[src/rtl/mem_port_arbiter.sv]
// Shares one external memory port between instruction fetch (IF) and data access (D).
// Data access wins arbitration unless fetch has been passed over STARVE_LIMIT times in a row.
module mem_port_arbiter #(
    parameter int MEM_LATENCY  = 2,
    parameter int STARVE_LIMIT = 3
) (
    input  logic        CLK,
    input  logic        RES,
    input  logic        ifReq,
    input  logic [31:0] ifAddr,
    output logic [31:0] ifData,
    output logic        ifValid,
    input  logic        dReq,
    input  logic        dWrite,
    input  logic [31:0] dAddr,
    input  logic [31:0] dWdata,
    output logic [31:0] dRdata,
    output logic        dValid,
    output logic        memRead,
    output logic        memWrite,
    output logic [31:0] memAddr,
    output logic [31:0] memDataIn,
    input  logic [31:0] memDataOut,
    output logic        busy
);

    localparam int LAT_W    = (MEM_LATENCY > 1) ? $clog2(MEM_LATENCY) : 1;
    localparam int STARVE_W = $clog2(STARVE_LIMIT + 1);

    typedef enum logic [1:0] {
        IDLE,
        ACCESS,
        RESP
    } state_t;

    state_t              state;
    logic [LAT_W-1:0]    lat_cnt;
    logic [STARVE_W-1:0] starve_cnt;
    logic                owner_if;
    logic                grant_if;
    logic                grant_d;

    // Fetch is forced through once it has lost STARVE_LIMIT consecutive contested grants.
    always_comb begin
        grant_d  = dReq && !(ifReq && (starve_cnt == STARVE_W'(STARVE_LIMIT)));
        grant_if = ifReq && !grant_d;
    end

    always_ff @(posedge CLK) begin
        if (RES) begin
            state      <= IDLE;
            lat_cnt    <= '0;
            starve_cnt <= '0;
            owner_if   <= 1'b0;
            ifData     <= '0;
            ifValid    <= 1'b0;
            dRdata     <= '0;
            dValid     <= 1'b0;
            memRead    <= 1'b0;
            memWrite   <= 1'b0;
            memAddr    <= '0;
            memDataIn  <= '0;
            busy       <= 1'b0;
        end else begin
            ifValid <= 1'b0;
            dValid  <= 1'b0;
            case (state)
                IDLE: begin
                    if (grant_if || grant_d) begin
                        state    <= ACCESS;
                        owner_if <= grant_if;
                        busy     <= 1'b1;
                        lat_cnt  <= LAT_W'(MEM_LATENCY - 1);
                        memAddr  <= grant_if ? ifAddr : dAddr;
                        memRead  <= !(grant_d && dWrite);
                        memWrite <= grant_d && dWrite;
                        if (grant_d) begin
                            memDataIn <= dWdata;
                        end
                        if (grant_d && ifReq) begin
                            if (starve_cnt != STARVE_W'(STARVE_LIMIT)) begin
                                starve_cnt <= starve_cnt + STARVE_W'(1);
                            end
                        end else begin
                            starve_cnt <= '0;
                        end
                    end
                end
                ACCESS: begin
                    // The edge closing the last driven cycle is where read data is valid.
                    if (lat_cnt == '0) begin
                        state    <= RESP;
                        memRead  <= 1'b0;
                        memWrite <= 1'b0;
                        if (owner_if) begin
                            ifValid <= 1'b1;
                            ifData  <= memDataOut;
                        end else begin
                            dValid <= 1'b1;
                            if (!memWrite) begin
                                dRdata <= memDataOut;
                            end
                        end
                    end else begin
                        lat_cnt <= lat_cnt - LAT_W'(1);
                    end
                end
                RESP: begin
                    state <= IDLE;
                    busy  <= 1'b0;
                end
                default: begin
                    state <= IDLE;
                    busy  <= 1'b0;
                end
            endcase
        end
    end

endmodule

[config.mk]
export PLATFORM = sky130hd
export DESIGN_NAME = mem_port_arbiter
export DESIGN_NICKNAME = d
export VERILOG_FILES = /design/src/rtl/mem_port_arbiter.sv
export SDC_FILE = /design/constraint.sdc
export NUM_CORES = 1
export LEC_CHECK = 0
export ABC_AREA = 1
export BUFFER_PORTS_ARGS = -buffer_cell sky130_fd_sc_hd__buf_2
export CORE_UTILIZATION = 44
export CTS_BUF_LIST = sky130_fd_sc_hd__clkbuf_2 sky130_fd_sc_hd__clkbuf_4 sky130_fd_sc_hd__clkbuf_8
export CTS_CLUSTER_DIAMETER = 120
export DETAILED_ROUTE_END_ITERATION = 6
export PLACE_DENSITY_LB_ADDON = 0.08
export REMOVE_ABC_BUFFERS = 1
export SLEW_MARGIN = 0
export SYNTH_ARGS = -nofsm -noshare
export SYNTH_HDL_FRONTEND = slang
export SYNTH_SLANG_ARGS = --single-unit
[constraint.sdc]
create_clock -name CLK -period 1.3 [get_ports CLK]
set_clock_uncertainty 0.15 [all_clocks]
set_input_delay 0.39 -clock CLK [delete_from_list [all_inputs] [get_ports CLK]]
set_output_delay 0.39 -clock CLK [all_outputs]
set_load 0.02 [all_outputs]
==> reports/results.txt, run 1 <==
EDFF count, synth: 0
Synth Register Bits: 139
Clock sink total: 139
Drt initial violations: 546
Final Non-Filler Cells: 1278
Drt wl/cell: 16.2 um
Cell with the most instances after synthesis: nor2_1
DRC: 0
Type of origin of the critical path: register
Crit path arrival time: 1.75 ns
Share of cells above drive strength 1: 57.2%
I/O pin count: 266
Net count, final: 1227
Peak VDD IR: 0.944 mV
Post-synthesis sequential area ratio: 48.6%
Synth top area share: 48.6%
Min-delay src: dWdata[27]
H-tree levels: 4
Synthesis-to-layout area growth: 76.1%
Final instance area: 10100 um^2
Initial Util: 45.2%
Maxcap violations: 0
Via density per instance: 5.09
Cell Pwr Density: 1270 nW/um^2
CP Capture Type: register
Crit path max fanout: 7
Clock power frac: 30.7%
Die area: 13500 um^2
Seq. cell area: 2970 um^2
Comb pwr share: 29.6%
Die Y-Extent: 116 um
Placed cell count: 1208
Largest net degree at the start of global routing: 59
First-pass GRT wire length: 27600 um
Minimum clock period: 1.55 ns
Die W: 116 um
Hold crit path type: in2reg
Vias: 6508
CTS max path bufs: 2
Worst reg2reg path startpoint: state[0]
Max Transition Viols Final: 0
RSZ-0062 raised after global routing: yes
CTS tree: built
Origin of the worst setup path: state[0]
Setup ws final: -0.254 ns
Leak: 0.00477 uW
Diodes inserted: 0
Post-DP HPWL: 10500 um
Syn Area/Cell: 7.20 um^2
Clk slew on worst S/H paths: 0.09 ns
Fin. Hold Viols: 0
Share of synthesized flip-flops with an asynchronous set or reset: 0%
CP required: 1.49 ns
Clk_lat worst skew: 0.45 ns
Synth warnings: 0
Slew @ Worst Pin: 0.431 ns
Initial DRT Pass Iterations: 5
Antenna violations before repair: 0
ANT nets after route: 0
Cell accounting for the most synthesized area: dfxtp_1
Routed Wire Length: 20600 um
Final core utilization: 79.6%
Sequential Power Share: 39.7%
# port buffers: 265
All-Layer GR Usage: 26.2%
Max Fclk: 0.643 GHz
Mapped Area: 5730 um^2
Most frequent cells after synthesis: nor2_1 (236), dfxtp_1 (139), nand2_1 (105), nand3_1 (65), o21ai_0 (64)
Total Power: 12800 uW
Setup Crit Path Kind: reg2reg
Core Rows: 41
Setup tns final: -36.47 ns
Failing checks: setup timing
Hold buffers post-CTS: 0
CTS buffer count: 17
Tcrit/Tclk final: 120%
Status: finished with violations
Sw Share: 31.2%
CORE AREA: 12700 um^2
GPL Wtd Cong: 0.801
Net Switching: 3990 uW
Endpoints failing setup: 266
Synth top area cells: dfxtp_1 (49%), nor2_1 (15%), nand2_1 (6.9%)
Synth Instances: 796
Root buffer cell: clkbuf_8
Placed Area: 7390 um^2
Top FF cell, synth: dfxtp_1
Slew HR: 71.3%
Number of fill cells: 850
Multi-input gate area: 3080 um^2
GRT overflow: 0
Vias in the first global route: 5712
Cell Int Power: 8800 uW
Cell variety after synth: 24
==> power by group through the flow <==
stage | Clock [uW] | Sequential, uW | Combinational, uW
final | 3930 | 5080 | 3780
after global routing | 4180 | 5120 | 4050
after CTS | 3940 | 5030 | 3260
after detailed placement | 0 | 4950 | 2630
after global placement | 0 | 4950 | 2630
after floorplan | 0 | 5440 | 1010
==> area by class of cell <==
cell class / instances / share of cell area [%]
sequential: 139 / 29.4
clock inverter: 12 / 1.66
inverter: 43 / 1.75
clock buffer: 20 / 2.73
timing repair buffer: 335 / 31.7
multi-input combinational: 557 / 30.6
tap: 172 / 2.13
==> sequential cells by signal, indices dropped and copies added, names as in the netlist <==
signal	flops
dValid	1
starve_cnt	2
dRdata	32
lat_cnt	1
ifData	32
ifValid	1
owner_if	1
busy	1
memWrite	1
state	2
memDataIn	32
memRead	1
memAddr	32
==> routing by layer <==
layer	share of wire [%]	vias up	track usage [%]	wire (um)
met5	0	-	0	0
met1	38	3042	31.4	7860
li1	-	3128	-	-
met2	51	281	44.2	10600
met3	7.3	57	7.47	1500
met4	3.4	0	10.9	709
==> layout by cell type (no fill, tap or decap), drive strengths merged <==
cell / instances
nand4: 1
buf: 325
clkbuf: 30
nand3: 65
nand2: 109
nor3: 33
nor2: 243
clkinv: 8
a21oi: 6
nand3b: 32
dfxtp: 139
ha: 1
bufinv: 4
inv: 43
o21ai: 67
==> worst paths after layout <==
| kind | cells after the start | slack, ns | end |
|---|---|---|---|
| min | 3 | 0.007 | memDataIn[27] |
| min reg2reg | 1 | 0.31 | dValid |
| max reg2reg | 7 | -0.25 | ifData[7] |
| max | 7 | -0.25 | ifData[7] |
==> critical path, stage by stage (launching register included) <==
cell and delay, ns:
dfxtp_2 0.36, inv_4 0.05, nor2_4 0.13, buf_6 0.13, nand2_8 0.09, clkbuf_16 0.20, o21ai_0 0.27, nor2_1 0.07
==> metrics by stage <==
step	hold WS, ns	setup WS, ns
detailed placement	0.313	-0.223
floorplan	0.307	-0.852
global placement	0.303	-0.187
global route	0.00601	-0.298
CTS	0.000132	-0.185
finish	0.00730	-0.254
==> cells by family after synthesis <==
kind of cell / Yosys count / synth area share, %
and+or+nand+nor: 483 / 36.8
DFF: 139 / 48.6
buffers and inverters: 100 / 7.93
AOI/OAI and AO/OA: 73 / 6.44
adders and majority gates: 1 / 0.218
==> what timing repair did <==
item / in CTS / in global routing
pin swaps: 5 / 41
resized for setup: 461 / 133
endpoints found under the setup margin: 266 / 266
buffers inserted: 6 / 14
cloned: 5 / 14
Note: power is estimated with default switching activity, not from simulation.
==> run 2: changes to the inputs <==
--- a/config.mk
+++ b/config.mk
@@ -6,11 +6,13 @@
 export NUM_CORES = 1
 export LEC_CHECK = 0
 export ABC_AREA = 1
-export BUFFER_PORTS_ARGS = -buffer_cell sky130_fd_sc_hd__buf_2
-export CORE_UTILIZATION = 44
+export CELL_PAD_IN_SITES_DETAIL_PLACEMENT = 0
+export CELL_PAD_IN_SITES_GLOBAL_PLACEMENT = 1
+export CORE_UTILIZATION = 40
 export CTS_BUF_LIST = sky130_fd_sc_hd__clkbuf_2 sky130_fd_sc_hd__clkbuf_4 sky130_fd_sc_hd__clkbuf_8
 export CTS_CLUSTER_DIAMETER = 120
 export DETAILED_ROUTE_END_ITERATION = 6
+export DONT_BUFFER_PORTS = 1
 export PLACE_DENSITY_LB_ADDON = 0.08
 export REMOVE_ABC_BUFFERS = 1
 export SLEW_MARGIN = 0
==> reports/results.txt, run 2 (synthesis gave the netlist of run 1 again) <==
Root buffer cell: clkbuf_8
CTS tree: built
Leak: 0.00364 uW (-24%)
CTS max path bufs: 2 (unchanged)
Endpoints failing setup: 267 (+0.38%)
Worst path bufs/invs: 2 (-1)
Maxcap violations: 0 (unchanged)
Crit path max fanout: 8 (+1)
CP required: 1.52 ns (+0.03 ns)
Tcrit/Tclk final: 113% (-6.2 points)
Die area: 14800 um^2 (+9.8%)
Hold depth: 1 (-2)
Max Transition Viols Final: 0 (unchanged)
Total Power: 11300 uW (-11%)
Synthesis-to-layout area growth: 51.3%
Clk slew on worst S/H paths: 0.07 ns (-0.02 ns)
Slew @ Worst Pin: 0.349 ns (-0.0822 ns)
Die W: 122 um (+4.8%)
Net count, final: 1017 (-17%)
Setup Crit Path Kind: reg2reg
Setup WS pre-CTS: -0.211 ns (+0.0116 ns)
Minimum clock period: 1.47 ns (-0.0807 ns)
Path depth of the worst reg2reg path: 8 (+1)
Clock sink total: 139 (unchanged)
Failing checks: hold timing, setup timing
CTS buffer count: 17 (unchanged)
Vias: 5567 (-14%)
Crit path arrival time: 1.70 ns (-0.05 ns)
Antenna violations before repair: 0 (unchanged)
Max Fclk: 0.679 GHz (+5.5%)
Final Non-Filler Cells: 1075 (-16%)
Leading cell type in the layout, fill and taps excluded: nor2_1
Slowest-stage cell, CP: dfxtp_2
Commonest cells after routing, fill and taps aside: nor2_1 (217), dfxtp_4 (132), nand2_1 (101), dlygate4sd3_1 (66), nand3_1 (59)
Drt initial violations: 347 (-36%)
GPL Wtd Cong: 0.714 (-11%)
Largest net degree at the start of global routing: 53 (-10%)
Status: finished with violations
Placed cell count: 946 (-22%)
Vias in the first global route: 5422 (-5.1%)
RSZ-0062 raised after global routing: yes
Cell Pwr Density: 1310 nW/um^2 (+3.0%)
Die Y-Extent: 122 um (+4.8%)
Hold slack: -0.141 ns (-0.148 ns)
Slew HR: 76.8% (+5.5 points)
Clk_lat worst skew: 0.44 ns (about the same)
Core Rows: 43 (+4.9%)
DRC: 0 (unchanged)
Share of cells above drive strength 1: 37.8% (-19 points)
CP max stage delay: 0.34 ns (-0.02 ns)
Fin. Hold Viols: 40 (+40)
CP Capture Type: register
Setup ws final: -0.174 ns (+0.0807 ns)
Critical path depth: 8 (+1)
ANT nets after route: 0 (unchanged)
Routed Wire Length: 18400 um (-11%)
Peak VDD IR: 0.595 mV (-37%)
Family with the most delay on the worst path: simple AND/OR/NAND/NOR gates
I/O pin count: 266 (unchanged)
Final instance area: 8670 um^2 (-14%)
CP Cell Sequence: ha_4, nand2_4, nand2_4, nor2_4, buf_6, buf_16, o21ai_4, nor2_1
Reg-to-reg setup timing slack: -0.17 ns (+0.08 ns)
Type of origin of the critical path: register
Hold crit path type: in2reg
GRT overflow: 0 (unchanged)
Initial Util: 41.1% (-4.1 points)
Cell mode on critical path: nand2_4
H-tree levels: 4 (unchanged)
Drt wl/cell: 17.2 um (+6.2%)
Diodes inserted: 0 (unchanged)
CORE AREA: 13900 um^2 (+10%)
First-pass GRT wire length: 27500 um (-0.42%)
Via density per instance: 5.18 (+1.7%)
Post-DP HPWL: 10100 um (-4.2%)
Placed Area: 6030 um^2 (-18%)
# port buffers: 0 (-100%)
All-Layer GR Usage: 23.8% (-2.4 points)
Initial DRT Pass Iterations: 4 (-1)
[run 2: cell count changes in the layout (fill, tap and decap cells not counted), moves of 8 or more]
| cell | change |
|---|---|
| dfxtp_4 | +127 |
| nor3_2 | -20 |
| o21ai_0 | -43 |
| o21ai_2 | +24 |
| nand3_1 | +12 |
| nand3_2 | -8 |
| buf_2 | -132 |
| buf_4 | -16 |
| dlygate4sd3_1 | +66 |
| dfxtp_2 | -128 |
| o21ai_1 | +16 |
| buf_6 | -125 |
| nand2_2 | -8 |
| nor3_1 | +17 |
[run 2: per-layer routing]
layer,up-vias,track usage (%),wire [um]
li1,2709,-,-
met1,2610,26.6,7210
met2,218,41.8,9410
met3,30,8.33,1460
met4,0,8.18,367
met5,-,0,0
[run 2: final timing paths]
path | start | endpoint
worst max-delay path | starve_cnt[1] | memDataIn[7]
worst min-delay path | RES | ifValid
worst max register to register | starve_cnt[1] | memDataIn[7]
worst min register to register | lat_cnt | state[0]
[run 2: stage by stage]
| stage | hold WS (ns) | util, % | setup TNS (ns) |
|---|---|---|---|
| after floorplan | 0.307 | - | -102.85 |
| after global placement | 0.320 | 43.3 | -9.99 |
| after detailed placement | 0.322 | 43.3 | -14.46 |
| after CTS | -0.175 | 59.0 | -29.30 |
| after global routing | -0.187 | 62.2 | -41.23 |
| final | -0.141 | 62.2 | -25.85 |
[run 2: timing repair]
item	4_1_cts	5_1_grt
pin swaps	50	62
hold buffers	65	1
setup endpoints to repair	267	268
cloned	8	8
buffers inserted	19	3
resized for setup	401	86
endpoints found under the hold margin	113	41
[run 2: layout make-up]
| type | instances | area (um^2) |
|---|---|---|
| well taps | 180 | 225 |
| repair buffers | 125 | 1620 |
| fillers | 1194 | 5270 |
| flip-flops and latches | 139 | 3290 |
| inverters | 43 | 176 |
| multi-input cells | 557 | 2970 |
| clock buffers | 23 | 298 |
| clock inverters | 8 | 92.6 |
[run 2: report_power, final]
group / switching, uW / leakage (uW) / internal, uW
sequential: 823 / 0.00124 / 4700
combinational: 1180 / 0.00220 / 1160
clock: 1570 / 0.000206 / 1890
==> run 3: changes to the inputs <==
--- a/config.mk
+++ b/config.mk
@@ -8,6 +8,7 @@
 export ABC_AREA = 1
 export CELL_PAD_IN_SITES_DETAIL_PLACEMENT = 0
 export CELL_PAD_IN_SITES_GLOBAL_PLACEMENT = 1
+export CORE_MARGIN = 2
 export CORE_UTILIZATION = 40
 export CTS_BUF_LIST = sky130_fd_sc_hd__clkbuf_2 sky130_fd_sc_hd__clkbuf_4 sky130_fd_sc_hd__clkbuf_8
 export CTS_CLUSTER_DIAMETER = 120
==> constraint.sdc (replaced) <==
create_clock -name CLK -period 1.2 [get_ports CLK]
set_clock_uncertainty 0.15 [all_clocks]
set_input_delay 0.36 -clock CLK [delete_from_list [all_inputs] [get_ports CLK]]
set_output_delay 0.36 -clock CLK [all_outputs]
set_load 0.02 [all_outputs]
==> reports/results.txt, run 3 (synthesis gave the netlist of run 1 again) <==
Family with the most delay on the worst path: buffers and inverters
Clk_lat worst skew: 0.44 ns (about the same)
Endpoints failing setup: 270 (+1.1%)
Drt wl/cell: 18.4 um (+7.2%)
CTS buffer count: 17 (unchanged)
Core Rows: 43 (unchanged)
Slew @ Worst Pin: 0.286 ns (-0.0629 ns)
Status: finished with violations
CORE AREA: 13900 um^2 (unchanged)
Commonest cells after routing, fill and taps aside: nor2_1 (183), dfxtp_4 (133), nand2_1 (76), dlygate4sd3_1 (64), nand3_2 (47)
Clock sink total: 139 (unchanged)
Crit path max fanout: 8 (unchanged)
Worst path bufs/invs: 3 (+1)
Slew HR: 80.9% (+4.1 points)
Vias: 5725 (+2.8%)
DRC: 0 (unchanged)
GRT overflow: 0 (unchanged)
Crit path arrival time: 1.80 ns (+0.10 ns)
I/O pin count: 266 (unchanged)
Final core utilization: 67.8% (+5.6 points)
Die Y-Extent: 124 um (+1.6%)
CP required: 1.44 ns (-0.08 ns)
# port buffers: 0 (unchanged)
Synthesis-to-layout area growth: 65.0%
Root buffer cell: clkbuf_8
Routed Wire Length: 20000 um (+8.3%)
Placed cell count: 946 (unchanged)
Diodes inserted: 0 (unchanged)
Fin. Hold Viols: 41 (+2.5%)
Setup ws final: -0.359 ns (-0.185 ns)
Max Fclk: 0.642 GHz (-5.4%)
Initial DRT Pass Iterations: 7 (+3)
Origin of the worst setup path: starve_cnt[1]
Via density per instance: 5.27 (+1.8%)
Post-DP HPWL: 10500 um (+4.1%)
First-pass GRT wire length: 29200 um (+6.4%)
Die W: 124 um (+1.6%)
All-Layer GR Usage: 24.8% (+0.95 points)
Number of fill cells: 1094 (-8.4%)
Failing checks: hold timing, setup timing
Drt initial violations: 316 (-8.9%)
CP Capture Type: register
CTS max path bufs: 2 (unchanged)
Net count, final: 1028 (+1.1%)
Final Non-Filler Cells: 1086 (+1.0%)
Tcrit/Tclk final: 130% (+17 points)
Minimum clock period: 1.56 ns (+0.0848 ns)
Min-delay src: RES
Cell mode on critical path: nand2_1
RSZ-0062 raised after global routing: yes
Hold buffers post-CTS: 64 (-1.5%)
Die area: 15300 um^2 (+3.3%)
Hold slack: -0.172 ns (-0.0311 ns)
Peak VDD IR: 0.692 mV (+16%)
Share of cells above drive strength 1: 51.0% (+13 points)
Slowest-stage cell, CP: dfxtp_2
Worst reg2reg path startpoint: starve_cnt[1]
Leading cell type in the layout, fill and taps excluded: nor2_1
Maxcap violations: 0 (unchanged)
Clk slew on worst S/H paths: 0.08 ns (about the same)
Leak: 0.00389 uW (+6.8%)
H-tree levels: 4 (unchanged)
Cell Pwr Density: 1330 nW/um^2 (+1.8%)
GPL Wtd Cong: 0.734 (+2.8%)
CP Cell Sequence: ha_4, o21ai_4, buf_6, clkbuf_16, nand2_1, nand3_2, nand2_1, inv_1
Antenna violations before repair: 0 (unchanged)
Type of origin of the critical path: register
Initial Util: 41.1% (unchanged)
CP max stage delay: 0.34 ns (about the same)
Max Transition Viols Final: 0 (unchanged)
Largest net degree at the start of global routing: 49 (-7.5%)
Vias in the first global route: 5668 (+4.5%)
ANT nets after route: 0 (unchanged)
CTS tree: built
Setup Crit Path Kind: reg2reg
Hold crit path type: in2reg
-- run 3: changes by cell type in the layout (fill, tap and decap cells not counted), moves of 8 or more --
| cell | before | now |
|---|---|---|
| buf_12 | 15 | 24 |
| nand2_1 | 101 | 76 |
| nand2_2 | 2 | 14 |
| nand2_4 | 6 | 17 |
| nand3_1 | 59 | 10 |
| nand3_2 | 6 | 47 |
| nand3_4 | 0 | 8 |
| nor2_1 | 217 | 183 |
| nor2_2 | 13 | 40 |
| nor3_1 | 18 | 0 |
| nor3_2 | 12 | 32 |
| o21ai_1 | 20 | 34 |
| o21ai_2 | 43 | 28 |
-- run 3: area by class of cell --
cell class | count | area [um^2] | share of cell area, %
Multi-Input combinational cell | 557 | 3550 | 37.6
Clock inverter | 7 | 63.8 | 0.675
Tap cell | 180 | 225 | 2.38
Clock buffer | 24 | 318 | 3.36
Timing Repair Buffer | 136 | 1830 | 19.4
Sequential cell | 139 | 3290 | 34.8
Inverter | 43 | 171 | 1.81
-- run 3: report_power, final --
group / internal [uW] / switching, uW / leakage [uW]
Clock: 1940 / 1720 / 0.000205
Sequential: 5090 / 908 / 0.00124
Combinational: 1450 / 1460 / 0.00245
Total: 8480 / 4090 / 0.00389
-- run 3: final timing paths --
| path | to | slack (ns) | cells after the start |
|---|---|---|---|
| setup / recovery | memAddr[11] | -0.36 | 8 |
| hold / removal | starve_cnt[1] | -0.17 | 1 |
| setup reg to reg | memAddr[11] | -0.36 | 8 |
| hold reg to reg | dValid | 0.35 | 1 |
-- run 3: routing by layer --
layer	global-route usage (%)	vias up	wire length [um]
li1	-	2747	-
met1	26.1	2684	7390
met2	45.6	253	10300
met3	8.20	41	1750
met4	9.02	0	494
met5	0	-	0
-- run 3: timing repair --
action / CTS / global route
setup buffers: 21 / 13
pin swaps: 28 / 98
gates cloned: 16 / 6
hold endpoints to repair: 137 / 41
setup endpoints to repair: 268 / 272
gates resized for setup: 420 / 218
-- run 3: per-stage QoR --
step / power [uW] / instance area, um^2 / setup WS (ns) / setup TNS [ns]
floorplan: 6990 / 5440 / -0.922 / -113.18
global route: 13200 / 9450 / -0.403 / -70.26
global placement: 7560 / 6030 / -0.242 / -19.76
detailed placement: 7610 / 6030 / -0.317 / -25.43
finish: 12600 / 9450 / -0.359 / -54.68
CTS: 12300 / 8710 / -0.280 / -52.50
